## src/rtl/vga_timing_pkg.sv

```systemverilog
// Shared VGA timing definitions for the vertical and horizontal engines.
// Contents: frame phase enum, default 640x480 vertical timing constants,
// and small width/ceiling helpers used to size counters from parameters.
package vga_timing_pkg;

  typedef enum logic [1:0] {
    PH_SYNC        = 2'd0,
    PH_BACK_PORCH  = 2'd1,
    PH_ACTIVE      = 2'd2,
    PH_FRONT_PORCH = 2'd3
  } phase_e;

  localparam int unsigned DEF_V_ACTIVE = 480;
  localparam int unsigned DEF_V_FP     = 10;
  localparam int unsigned DEF_V_SYNC   = 2;
  localparam int unsigned DEF_V_BP     = 33;
  localparam int unsigned DEF_SCALE    = 5;

  // Bits needed to hold 0..n-1, never less than one.
  function automatic int unsigned min_width(input int unsigned n);
    return (n <= 1) ? 1 : $clog2(n);
  endfunction

  function automatic int unsigned ceil_div(input int unsigned a, input int unsigned b);
    return (a + b - 1) / b;
  endfunction

endpackage

```

## src/rtl/scale_counter.sv

```systemverilog
// Scaled-row counter: groups SCALE display lines into one output row.
// Ports:
//   clk, reset  : clock, asynchronous active-high reset
//   clear       : restart at row 0 (entering the active window); pulses row_start
//   step        : one completed active line that stays inside the window
//   row         : current scaled row, 0..ROWS-1, saturating at ROWS-1
//   row_start   : registered one-cycle pulse whenever row takes a new value
import vga_timing_pkg::*;

module scale_counter #(
  parameter  int unsigned SCALE = DEF_SCALE,
  parameter  int unsigned ROWS  = ceil_div(DEF_V_ACTIVE, DEF_SCALE),
  localparam int unsigned SCL_W = min_width(ROWS),
  localparam int unsigned SUB_W = min_width(SCALE)
) (
  input  logic             clk,
  input  logic             reset,
  input  logic             clear,
  input  logic             step,
  output logic [SCL_W-1:0] row,
  output logic             row_start
);

  localparam logic [SUB_W-1:0] SUB_LAST = SUB_W'(SCALE - 1);
  localparam logic [SCL_W-1:0] ROW_LAST = SCL_W'(ROWS - 1);

  logic [SUB_W-1:0] sub;

  always_ff @(posedge clk or posedge reset) begin
    if (reset) begin
      sub       <= '0;
      row       <= '0;
      row_start <= 1'b0;
    end else begin
      row_start <= 1'b0;
      if (clear) begin
        sub       <= '0;
        row       <= '0;
        row_start <= 1'b1;
      end else if (step) begin
        if (sub == SUB_LAST) begin
          sub <= '0;
          // A partial last row simply stays at ROWS-1 instead of wrapping.
          if (row != ROW_LAST) begin
            row       <= row + 1'b1;
            row_start <= 1'b1;
          end
        end else begin
          sub <= sub + 1'b1;
        end
      end
    end
  end

endmodule

```

## src/rtl/vertical_timing_engine.sv

```systemverilog
// Vertical timing engine: counts lines from the horizontal generator and
// produces the vertical sync, active window and scaled-row indices.
// Ports:
//   clk, reset   : clock, asynchronous active-high reset
//   new_line     : one-cycle end-of-line pulse from the horizontal engine
//   ver_cnt      : current line, 0..V_TOTAL-1
//   scl_ver_cnt  : scaled active row, 0..ROWS-1 (held at ROWS-1 between windows)
//   VSYNC        : SYNC_POL during sync lines, otherwise inverted
//   v_active     : high on active lines
//   frame_start  : one-cycle pulse when ver_cnt wraps to 0
//   row_start    : one-cycle pulse when scl_ver_cnt takes a new value
// All outputs are registered from next-state values so they change on the
// same edge as ver_cnt.
import vga_timing_pkg::*;

module vertical_timing_engine #(
  parameter  int unsigned V_SYNC   = DEF_V_SYNC,
  parameter  int unsigned V_BP     = DEF_V_BP,
  parameter  int unsigned V_ACTIVE = DEF_V_ACTIVE,
  parameter  int unsigned V_FP     = DEF_V_FP,
  parameter  int unsigned SCALE    = DEF_SCALE,
  parameter  bit          SYNC_POL = 1'b0,
  localparam int unsigned V_TOTAL  = V_SYNC + V_BP + V_ACTIVE + V_FP,
  localparam int unsigned VCNT_W   = $clog2(V_TOTAL),
  localparam int unsigned ROWS     = ceil_div(V_ACTIVE, SCALE),
  localparam int unsigned SCL_W    = min_width(ROWS)
) (
  input  logic              clk,
  input  logic              reset,
  input  logic              new_line,
  output logic [VCNT_W-1:0] ver_cnt,
  output logic [SCL_W-1:0]  scl_ver_cnt,
  output logic              VSYNC,
  output logic              v_active,
  output logic              frame_start,
  output logic              row_start
);

  localparam logic [VCNT_W-1:0] VCNT_MAX    = VCNT_W'(V_TOTAL - 1);
  localparam logic [VCNT_W-1:0] SYNC_LAST   = VCNT_W'(V_SYNC - 1);
  localparam logic [VCNT_W-1:0] BP_LAST     = VCNT_W'(V_BP - 1);
  localparam logic [VCNT_W-1:0] ACTIVE_LAST = VCNT_W'(V_ACTIVE - 1);
  localparam logic [VCNT_W-1:0] FP_LAST     = VCNT_W'(V_FP - 1);

  // Phase table:
  //   PH_SYNC        | sync lines, VSYNC at SYNC_POL
  //   PH_BACK_PORCH  | blank lines after sync
  //   PH_ACTIVE      | visible lines, scaled-row counting enabled
  //   PH_FRONT_PORCH | blank lines before the next sync
  phase_e            phase, phase_nxt;
  logic [VCNT_W-1:0] line_cnt, line_cnt_nxt;
  logic [VCNT_W-1:0] phase_last;
  logic              phase_done;
  logic [VCNT_W-1:0] ver_nxt;
  logic              vsync_nxt, v_active_nxt, frame_start_nxt;
  logic              sc_clear, sc_step;

  always_comb begin
    phase_last = SYNC_LAST;
    unique case (phase)
      PH_SYNC:        phase_last = SYNC_LAST;
      PH_BACK_PORCH:  phase_last = BP_LAST;
      PH_ACTIVE:      phase_last = ACTIVE_LAST;
      PH_FRONT_PORCH: phase_last = FP_LAST;
    endcase
  end

  assign phase_done = new_line && (line_cnt == phase_last);

  // State register
  always_ff @(posedge clk or posedge reset) begin
    if (reset) begin
      phase    <= PH_SYNC;
      line_cnt <= '0;
      ver_cnt  <= '0;
    end else begin
      phase    <= phase_nxt;
      line_cnt <= line_cnt_nxt;
      ver_cnt  <= ver_nxt;
    end
  end

  // Next-state logic
  always_comb begin
    phase_nxt    = phase;
    line_cnt_nxt = line_cnt;
    ver_nxt      = ver_cnt;
    if (new_line) begin
      ver_nxt = (ver_cnt == VCNT_MAX) ? '0 : ver_cnt + 1'b1;
      if (phase_done) begin
        line_cnt_nxt = '0;
        unique case (phase)
          PH_SYNC:        phase_nxt = PH_BACK_PORCH;
          PH_BACK_PORCH:  phase_nxt = PH_ACTIVE;
          PH_ACTIVE:      phase_nxt = PH_FRONT_PORCH;
          PH_FRONT_PORCH: phase_nxt = PH_SYNC;
        endcase
      end else begin
        line_cnt_nxt = line_cnt + 1'b1;
      end
    end
  end

  // Output logic, evaluated on next-state values
  always_comb begin
    vsync_nxt       = (phase_nxt == PH_SYNC) ? SYNC_POL : ~SYNC_POL;
    v_active_nxt    = (phase_nxt == PH_ACTIVE);
    frame_start_nxt = new_line && (ver_cnt == VCNT_MAX);
    sc_clear        = phase_done && (phase == PH_BACK_PORCH);
    // The line that leaves ACTIVE must not open another row.
    sc_step         = new_line && (phase == PH_ACTIVE) && !phase_done;
  end

  always_ff @(posedge clk or posedge reset) begin
    if (reset) begin
      VSYNC       <= SYNC_POL;
      v_active    <= 1'b0;
      frame_start <= 1'b0;
    end else begin
      VSYNC       <= vsync_nxt;
      v_active    <= v_active_nxt;
      frame_start <= frame_start_nxt;
    end
  end

  scale_counter #(
    .SCALE (SCALE),
    .ROWS  (ROWS)
  ) u_scale_counter (
    .clk       (clk),
    .reset     (reset),
    .clear     (sc_clear),
    .step      (sc_step),
    .row       (scl_ver_cnt),
    .row_start (row_start)
  );

endmodule

```

## config.mk

```make
export PLATFORM = sky130hd
export DESIGN_NAME = vertical_timing_engine
export DESIGN_NICKNAME = d
export VERILOG_FILES = /design/src/rtl/vga_timing_pkg.sv /design/src/rtl/scale_counter.sv /design/src/rtl/vertical_timing_engine.sv
export SDC_FILE = /design/constraint.sdc
export NUM_CORES = 1
export LEC_CHECK = 0
export CAP_MARGIN = 20
export CORE_AREA = 5 5 66 68
export CTS_CLUSTER_DIAMETER = 150
export DETAILED_ROUTE_END_ITERATION = 6
export DIE_AREA = 0 0 71 73
export GPL_ROUTABILITY_DRIVEN = 0
export GPL_TIMING_DRIVEN = 0
export PLACE_DENSITY_LB_ADDON = 0.3
export SLEW_MARGIN = 20
export SYNTH_ARGS = -nofsm -noshare
export SYNTH_HDL_FRONTEND = slang
export SYNTH_SLANG_ARGS = --single-unit
```

## constraint.sdc

```tcl
create_clock -name clk -period 2.8 [get_ports clk]
set_clock_uncertainty 0.15 [all_clocks]
set_input_delay 0.56 -clock clk [delete_from_list [all_inputs] [get_ports clk]]
set_output_delay 0.56 -clock clk [all_outputs]
set_load 0.02 [all_outputs]
```

Yosys cells after proc, flatten, opt, wreduce, memory -nomap -nowiden
Index checks and enable logic that the tools add are counted.

RAM bits: 0. Memories kept: 0. Bits in registers: 36. Output and inout bits: 21. Memory bits (read-only): 0. Latch bits: 0.

Equal/unequal tests: 8. Magnitude comparators: 0. Add/subtract/negate cells: 4. Shift operators: 0. Div/mod/pow operators: 0. Multiplexer cells: 18. Multipliers: 0. Reduce and logical (&&, ||, !) cells: 12. Bitwise operators: 0.

Operator list (count): 10-bit one-hot mux with 4 select lines (1); 7-bit two-way mux (4); 10-bit by 1-bit adder with 10-bit output (second input constant) (2); 10-bit two-way mux (2); 10-bit equality test (1); 10-bit equality test (second input constant) (1); 3-bit two-way mux (3); 2-bit one-hot mux with 4 select lines (1); 7-bit by 1-bit adder with 7-bit output (second input constant) (1); 7-bit inequality test (second input constant) (1); 2-bit equality test (second input constant) (3); 2-bit nonzero test (3); 1-bit logical AND (5); 1-bit two-way mux (5); 2-bit logical NOT (2); 2-bit two-way mux (2); 3-bit by 1-bit adder with 3-bit output (second input constant) (1); 3-bit equality test (second input constant) (1); 3-bit AND reduction (1); 2-bit by 1-bit equality test with 1-bit output (second input constant) (1); 1-bit logical NOT (1).

Longest topological paths before layout
Gate-level depths: netlist (run 1).

Depth in word-level cells: 8. Mapped depth: 9. Depth with buffers taken out: 7.

Hierarchy
A second synthesis (run 1) with hierarchy kept.

Cell total of the unflattened synthesis: 195. Area total of the unflattened synthesis: 1979.4 µm².

Modules (own cells, without submodules): vertical_timing_engine (area an instance 1356.3 µm², times used 1, seq. area each 625.6 µm², cells an instance 135); scale_counter (area an instance 623.1 µm², times used 1, seq. area each 275.3 µm², cells an instance 60).

Least setup slack after synthesis (run 1)
OpenSTA, ideal clock, no wires.

Path kind: reg2reg. Start point: register phase[0]. End point: register u_scale_counter.row[6]. Required time: 2526 ps. Slack: 676 ps. Buffers on the path: 2. Data arrival time: 1851 ps. Cell stages (with the launch flop): 10. Path through: dfrtp_1 > inv_1 > ha_1 > buf_4 > xor2_1 > nor4_1 > o2111a_2 > nor2b_4 > buf_4 > a211o_1.

Cells in the longest elaborated chain, start to end: 8.

RTL lines: start, declared (line vertical_timing_engine.sv:50) `phase_e phase, phase_nxt;`; start signal, assigned (line vertical_timing_engine.sv:77) `phase <= phase_nxt;`; 2-bit equality test (tied with other cells) (line vertical_timing_engine.sv:60) `unique case (phase)`; 10-bit one-hot mux with 4 select lines (line vertical_timing_engine.sv:60); 10-bit equality test (line vertical_timing_engine.sv:68) `assign phase_done = new_line && (line_cnt == phase_last);`; 1-bit logical AND (line vertical_timing_engine.sv:68); 1-bit logical NOT (line vertical_timing_engine.sv:111) `sc_step = new_line && (phase == PH_ACTIVE) && !phase_done;`; 1-bit logical AND (line vertical_timing_engine.sv:111); 2-bit nonzero test (no line); 3-bit AND reduction (no line); end signal, assigned (line scale_counter.sv:45) `row <= row + 1'b1;`; end, declared (line scale_counter.sv:20) `output logic [SCL_W-1:0] row,`.

Parallel ways exist; a longest one is shown, timed or not. The select of a mux whose other input is x is not followed. A chain may end at the register's enable or synchronous reset.

Worst setup path after layout (run 1)
Start point: register phase[0]. End point: register u_scale_counter.row[2].

Same word-level chain as after synthesis.

==> key figures, run 1 <==
Timing
  – Minimum clock period: 2.32 ns
  – Worst slew pin tran: 0.729 ns
  – Final setup vio count: 0
  – Period Utilization, post-route: 0.829
  – Hold Vio Cnt, Final: 0
  – Setup WS post-layout: 0.479 ns
  – Count of pins over their slew limit: 0
  – RSZ-0062 raised after global routing: false
  – Achievable clock frequency: 0.431 GHz
  – Setup tns final: 0 ns
  – Relative slew slack: 0.514

Yosys
  – Post-synthesis xor/xnor area fraction: 0.0620
  – Gate Count Post-Synth: 209
  – Main flop type after synthesis: dfrtp_1
  – Synth area leader: dfrtp_1
  – Number of synthesized register bits: 36
  – Post-synth cell types: 39
  – Syn Nets: 222
  – Synth warnings: 0
  – Synth Area in Adders: 0.0633
  – Area share of the largest cell type after synthesis: 0.456
  – Compound-Gate Fraction of Synth Area: 0.132
  – Synth cell count leaders: 36 x dfrtp_1, 21 x nand2_1, 21 x nor2_1
  – Sequential element share of the synthesized area: 0.456
  – Post-synthesis mux area share: 0.00570
  – Avg Inst Size Synth: 9.46 um^2
  – Cell with the most instances after synthesis: dfrtp_1
  – Fraction of registers with async set or reset after synthesis: 1.00
  – Mapped Area: 0.00198 mm^2
  – Largest family of logic cells by synthesized area: simple AND/OR/NAND/NOR gates
  – Ranking of synthesized cells by area: dfrtp_1 46%, ha_1 6.3%, nand2_1 4.0%
  – Post-synthesis simple-gate area fraction: 0.241
  – Post-synth EDFFs: 0

Global routing
  – First-pass GRT wire length: 6.73 mm
  – Initial antenna violation count: 0
  – Gr usage total: 0.164
  – Number of global-route vias before repair: 1506
  – Largest net degree at the start of global routing: 37
  – Total grt overflow: 0

Setup path
  – R2r setup slk: 0.48 ns
  – Worst setup path class: register to register
  – Crit path max-delay cell type: dfrtp_1
  – Critical R2R Launch: phase[0]
  – Reg2Reg Capture Point: u_scale_counter.row[2]
  – Slowest stage delay, CP: 0.44 ns
  – CP Max Fanout: 10
  – Cell count of the worst reg-to-reg path: 9
  – CP arrival: 2.34 ns
  – Required time worst endpoint: 2.82 ns
  – CP endpoint: u_scale_counter.row[2]
  – Crit path from: phase[0]
  – Crit end category: register
  – Crit start category: register
  – Worst-path cell chain: inv_1 > ha_1 > buf_4 > xor2_1 > nor4_1 > o2111a_2 > buf_6 > nor2_1 > a211o_1

Floorplanning
  – Initial Utilization: 0.520
  – Rows: 23
  – Core ar.: 0.00380 mm^2
  – # IOs: 24
  – Die area: 0.00518 mm^2
  – Die Y: 73 um
  – Die X: 71 um

Layout
  – Antenna Cells: 0
  – Layout area overhead: 19.5%
  – Final instance area: 0.00236 mm^2
  – Footprint of the multi-input gates: 996 um^2
  – Register Area: 901 um^2
  – Layout cells sized above 1: 0.0833
  – # fillers: 357
  – Nets: 252

Clock tree
  – Post-CTS Setup Bufs: 0
  – CTS Buffer Depth: 2
  – H-tree depth: 2
  – Number of CTS-inserted buffers: 5
  – Number of hold buffers added after cts: 0
  – TritonCTS clock tree: done
  – Root Buffer: clkbuf_8
  – CTS sink count: 36
  – CTS resizes: 0
  – Clk slew on worst S/H paths: 0.06 ns
  – Clk Latency, worst-skew pair: 0.29 ns

Hold path
  – Hold Path Class: register to register

Placed design
  – Hpwl dp: 2.68 mm
  – Post-DP Area: 0.00227 mm^2
  – Post-place setup slack: 0.217 ns
  – Port Buffer Count: 23

Routing
  – DR vias: 1575
  – DRC viols: 0
  – Avg Vias per Cell: 5.43
  – Drt initial violations: 50
  – Overall routed net length: 3.76 mm
  – Initial DRT Pass Iterations: 4
  – Routed length per instance: 13.0 um
  – Remaining antenna violation count: 0

Pwr
  – Leak pwr: 1.11 nW
  – NetSw: 587 uW
  – Internal power: 1.08 mW
  – Combinational share of power: 0.294
  – Power Dens Cells: 708 mW/mm^2
  – Clock share of power: 0.226
  – Flop pwr share: 0.480
  – Maximum vdd drop: 0.407 mV
  – Switching Share: 0.351

Job
  – MaxCap Viol Count: 0

Outcome
  – Outcome: finished clean
-- how the worst min path moves through the flow --
stage / cells past startpoint / from / end / slack (ns)
after floorplan: 1 / line_cnt[9] / line_cnt[9] / 0.29
after global placement: 1 / line_cnt[9] / line_cnt[9] / 0.32
after detailed placement: 1 / line_cnt[9] / line_cnt[9] / 0.32
after CTS: 1 / line_cnt[9] / line_cnt[9] / 0.33
after global routing: 1 / line_cnt[9] / line_cnt[9] / 0.36
final: 1 / line_cnt[9] / line_cnt[9] / 0.33
-- cells by family after synthesis --
group / Yosys count
flip-flops: 36
AO/OA/AOI/OAI: 40
AND/OR/NAND/NOR: 92
multiplexers: 1
buffers and inverters: 16
XOR/XNOR: 14
adder cells (fa/ha/maj): 10
-- state kept, by name, indices dropped and copies added, names as in the netlist --
register / flops
VSYNC: 1
line_cnt: 10
v_active: 1
phase: 2
u_scale_counter.row_start: 1
u_scale_counter.sub: 3
u_scale_counter.row: 7
ver_cnt: 10
frame_start: 1
-- cell usage in the layout, fill, tap and decap left out, drive strengths merged, types with 2 or more instances in the layout --
cell	n
clkdlybuf4s50	23
inv	9
clkbuf	8
a211o	5
and3	4
or3	3
nand2	21
nor3	7
a21o	7
nand3	13
nand4	7
xor2	9
nor3b	2
nand3b	2
and3b	2
nor2	21
o21ai	11
nand2b	2
buf	5
clkinv	2
xnor2	5
a21oi	11
ha	10
dfrtp	36
-- metrics by stage --
stage                     cells  total power, mW  utilization  hold WS, ns
after floorplan             209             1.11            -        0.287
after global placement      282             1.29        0.597        0.315
after detailed placement    282             1.30        0.597        0.317
after CTS                   290             1.69        0.622        0.328
after global routing        290             1.80        0.622        0.361
final                       290             1.67        0.622        0.329
-- layer usage --
metal | share of wire | vias up | GRT usage
met2 | 0.47 | 38 | 0.266
met3 | 0.043 | 5 | 0.0427
li1 | - | 794 | -
met1 | 0.48 | 738 | 0.215
met5 | 0 | - | 0
met4 | 0.011 | 0 | 0.0543
-- area by class of cell --
type | count | share of cell area
Clock inverter | 2 | 0.00424
Tap cell | 50 | 0.0265
Timing Repair Buffer | 23 | 0.0975
Multi-Input combinational cell | 157 | 0.422
Buffer | 7 | 0.0196
Sequential cell | 36 | 0.381
Clock buffer | 6 | 0.0350
Inverter | 9 | 0.0143
-- critical path: cells and delay by family (launching register included) --
kind	cells	cell delay, ns
compound gates	2	0.57
flops	1	0.44
buf+inv	3	0.42
simple gates	2	0.26
fa+ha+maj	1	0.21
xor+xnor	1	0.14
-- power groups by stage --
stage	Sequential [mW]	Clock (mW)	Combinational, mW
after floorplan	0.839	0	0.273
after global placement	0.809	0	0.477
after detailed placement	0.809	0	0.495
after CTS	0.801	0.391	0.496
after global routing	0.830	0.414	0.558
final	0.803	0.378	0.491
No activity file was read; power rests on OpenSTA's default activity.
==> run 2: changes to the inputs <==
==> constraint.sdc (replaced) <==
create_clock -name clk -period 2.4 [get_ports clk]
set_clock_uncertainty 0.15 [all_clocks]
set_input_delay 0.48 -clock clk [delete_from_list [all_inputs] [get_ports clk]]
set_output_delay 0.48 -clock clk [all_outputs]
set_load 0.02 [all_outputs]
==> run 2 against run 1 <==
Via count shrank 0.51%. Routed wire length shrank 0.27%. Die area is the same. Utilization grew 0.49 points. First-iteration DRC count grew 44%. Critical endpoint unchanged. Cell count grew 0.34%. Final area grew 0.79%. Register-to-register slack lost 0.34 ns. Critical path depth is the same. Sequential share of layout area shrank 0.25 points. Total power grew 17%. Clock power grew 17%. Largest cell class unchanged.
==> key figures, run 2 (synthesis results as in run 1) <==
Outcome
  – Outcome: finished clean

Clock tree
  – CTS Buffer Depth: 2 (unchanged)
  – TritonCTS clock tree: done
  – CTS sink count: 36 (unchanged)
  – Clk slew on worst S/H paths: 0.07 ns (about the same)
  – H-tree depth: 2 (unchanged)
  – Number of CTS-inserted buffers: 5 (unchanged)
  – Clk Latency, worst-skew pair: 0.29 ns (about the same)
  – Root Buffer: clkbuf_8

Timing
  – Achievable clock frequency: 0.442 GHz (+2.7%)
  – Final setup vio count: 0 (unchanged)
  – Period Utilization, post-route: 0.942 (+0.113)
  – Worst slew pin tran: 0.727 ns (-0.00192 ns)
  – RSZ-0062 raised after global routing: false
  – Count of pins over their slew limit: 0 (unchanged)
  – Hold Vio Cnt, Final: 0 (unchanged)
  – Minimum clock period: 2.26 ns (-0.0602 ns)
  – Relative slew slack: 0.515 (+0.00128)

Setup path
  – Worst setup path class: register to register
  – CP Max Fanout: 10 (unchanged)
  – Top delay family on crit path: compound AO/OA/AOI/OAI gates
  – Crit start category: register
  – Required time worst endpoint: 2.42 ns (-0.40 ns)
  – Crit path max-delay cell type: dfrtp_2
  – CP arrival: 2.28 ns (-0.06 ns)
  – Critical path's most frequent cell: buf_4
  – Worst Path Buf+Inv: 3 (unchanged)
  – Worst-path cell chain: inv_1 > ha_1 > buf_4 > xor2_1 > nor4_1 > o2111a_2 > nor2b_4 > buf_4 > a211o_1
  – Crit end category: register
  – Slowest stage delay, CP: 0.44 ns (about the same)

Routing
  – Initial DRT Pass Iterations: 4 (unchanged)
  – Overall routed net length: 3.75 mm (-0.27%)
  – Routed length per instance: 12.9 um (-0.61%)
  – DRC viols: 0 (unchanged)
  – DR vias: 1567 (-0.51%)
  – Drt initial violations: 72 (+44%)
  – Avg Vias per Cell: 5.38 (-0.85%)
  – Remaining antenna violation count: 0 (unchanged)

Global routing
  – Initial antenna violation count: 0 (unchanged)
  – Largest net degree at the start of global routing: 37 (unchanged)
  – Number of global-route vias before repair: 1506 (unchanged)
  – Gr usage total: 0.164 (unchanged)
  – Total grt overflow: 0 (unchanged)
  – First-pass GRT wire length: 6.73 mm (unchanged)

Floorplanning
  – Die Y: 73 um (unchanged)
  – Rows: 23 (unchanged)
  – Core ar.: 0.00380 mm^2 (unchanged)
  – Die X: 71 um (unchanged)
  – Die area: 0.00518 mm^2 (unchanged)
  – Initial Utilization: 0.520 (unchanged)
  – # IOs: 24 (unchanged)

Placed design
  – Port Buffer Count: 23 (unchanged)
  – Hpwl dp: 2.68 mm (unchanged)
  – Post-DP Area: 0.00227 mm^2 (unchanged)

Layout
  – Most frequent cells in the layout: 35 x dfrtp_1, 23 x clkdlybuf4s50_1, 21 x nand2_1, 21 x nor2_1, 13 x nand3_1
  – Top flop regs: line_cnt x10, ver_cnt x10, u_scale_counter.row x7
  – Layout cells sized above 1: 0.0913 (+0.00795)
  – Antenna Cells: 0 (unchanged)
  – # fillers: 356 (-0.28%)
  – Nets: 253 (+0.40%)
  – Layout area overhead: 20.4%
  – Final instance area: 0.00238 mm^2 (+0.79%)
  – Commonest non-fill, non-tap cell in the layout: dfrtp_1

Hold path
  – Hold Path Class: register to register

Pwr
  – Maximum vdd drop: 0.472 mV (+16%)
  – Leak pwr: 1.12 nW (+0.36%)
  – Power Dens Cells: 820 mW/mm^2 (+16%)
  – Post-layout total power: 1.95 mW (+17%)

Job
  – MaxCap Viol Count: 0 (unchanged)
run 2: changes by cell type in the layout (fill, tap and decap cells not counted):
cell,previous run,this run
a21boi_2,1,0
clkbuf_4,0,1
buf_4,3,4
buf_2,1,0
dfrtp_2,0,1
a21boi_4,0,1
dfrtp_1,36,35
run 2: timing repair:
action                     CTS  global route
setup endpoints to repair    0            16
buffers inserted             0             1
hold buffers                 0             0
gates resized for setup      0             3
run 2: routing by layer:
metal  track usage  share of wire  vias up
met5             0              0        -
met4        0.0543          0.012        0
met3        0.0427          0.038        5
met2         0.266           0.46       32
met1         0.215           0.49      731
li1              -              -      799
run 2: stage by stage:
| stage | std cells | setup TNS (ns) | setup WS [ns] | utilization | hold slack [ns] |
|---|---|---|---|---|---|
| global route | 291 | 0 | 0.00725 | 0.627 | 0.361 |
| detailed placement | 282 | -0.152 | -0.103 | 0.597 | 0.317 |
| global placement | 282 | -0.0802 | -0.0677 | 0.597 | 0.315 |
| floorplan | 209 | 0 | 0.276 | - | 0.287 |
| CTS | 290 | 0 | 0.0686 | 0.622 | 0.328 |
| finish | 291 | 0 | 0.139 | 0.627 | 0.329 |
run 2: area by class of cell:
cell class	count	area (um^2)	share of cell area
sequential	36	902	0.379
tap	50	62.6	0.0263
clock buffer	6	82.6	0.0347
clock inverter	2	10.0	0.00420
inverter	9	33.8	0.0142
timing repair buffer	24	238	0.0998
multi-input combinational	157	1000	0.421
buffer	7	48.8	0.0205
run 2: worst reg2reg max path, stage by stage (launching register included):
cell	delay [ns]
dfrtp_2	0.44
inv_1	0.09
ha_1	0.16
buf_4	0.17
xor2_1	0.16
nor4_1	0.07
o2111a_2	0.31
nor2b_4	0.14
buf_4	0.17
a211o_1	0.29
run 2: path summary, 6_finish.rpt:
kind	start	endpoint	slack (ns)	cells past startpoint
min in group asynchronous	reset	u_scale_counter.row_start	0.47	2
setup / recovery	phase[0]	u_scale_counter.row[2]	0.14	9
hold reg to reg	line_cnt[9]	line_cnt[9]	0.33	1
hold / removal	line_cnt[9]	line_cnt[9]	0.33	1
max in group asynchronous	reset	phase[0]	1.11	2
setup reg to reg	phase[0]	u_scale_counter.row[2]	0.14	9
run 2: power breakdown:
group | internal, mW | total (mW) | switching (mW)
clock network | 0.229 | 0.442 | 0.213
registers | 0.742 | 0.936 | 0.194
logic | 0.296 | 0.573 | 0.277
total | 1.27 | 1.95 | 0.684
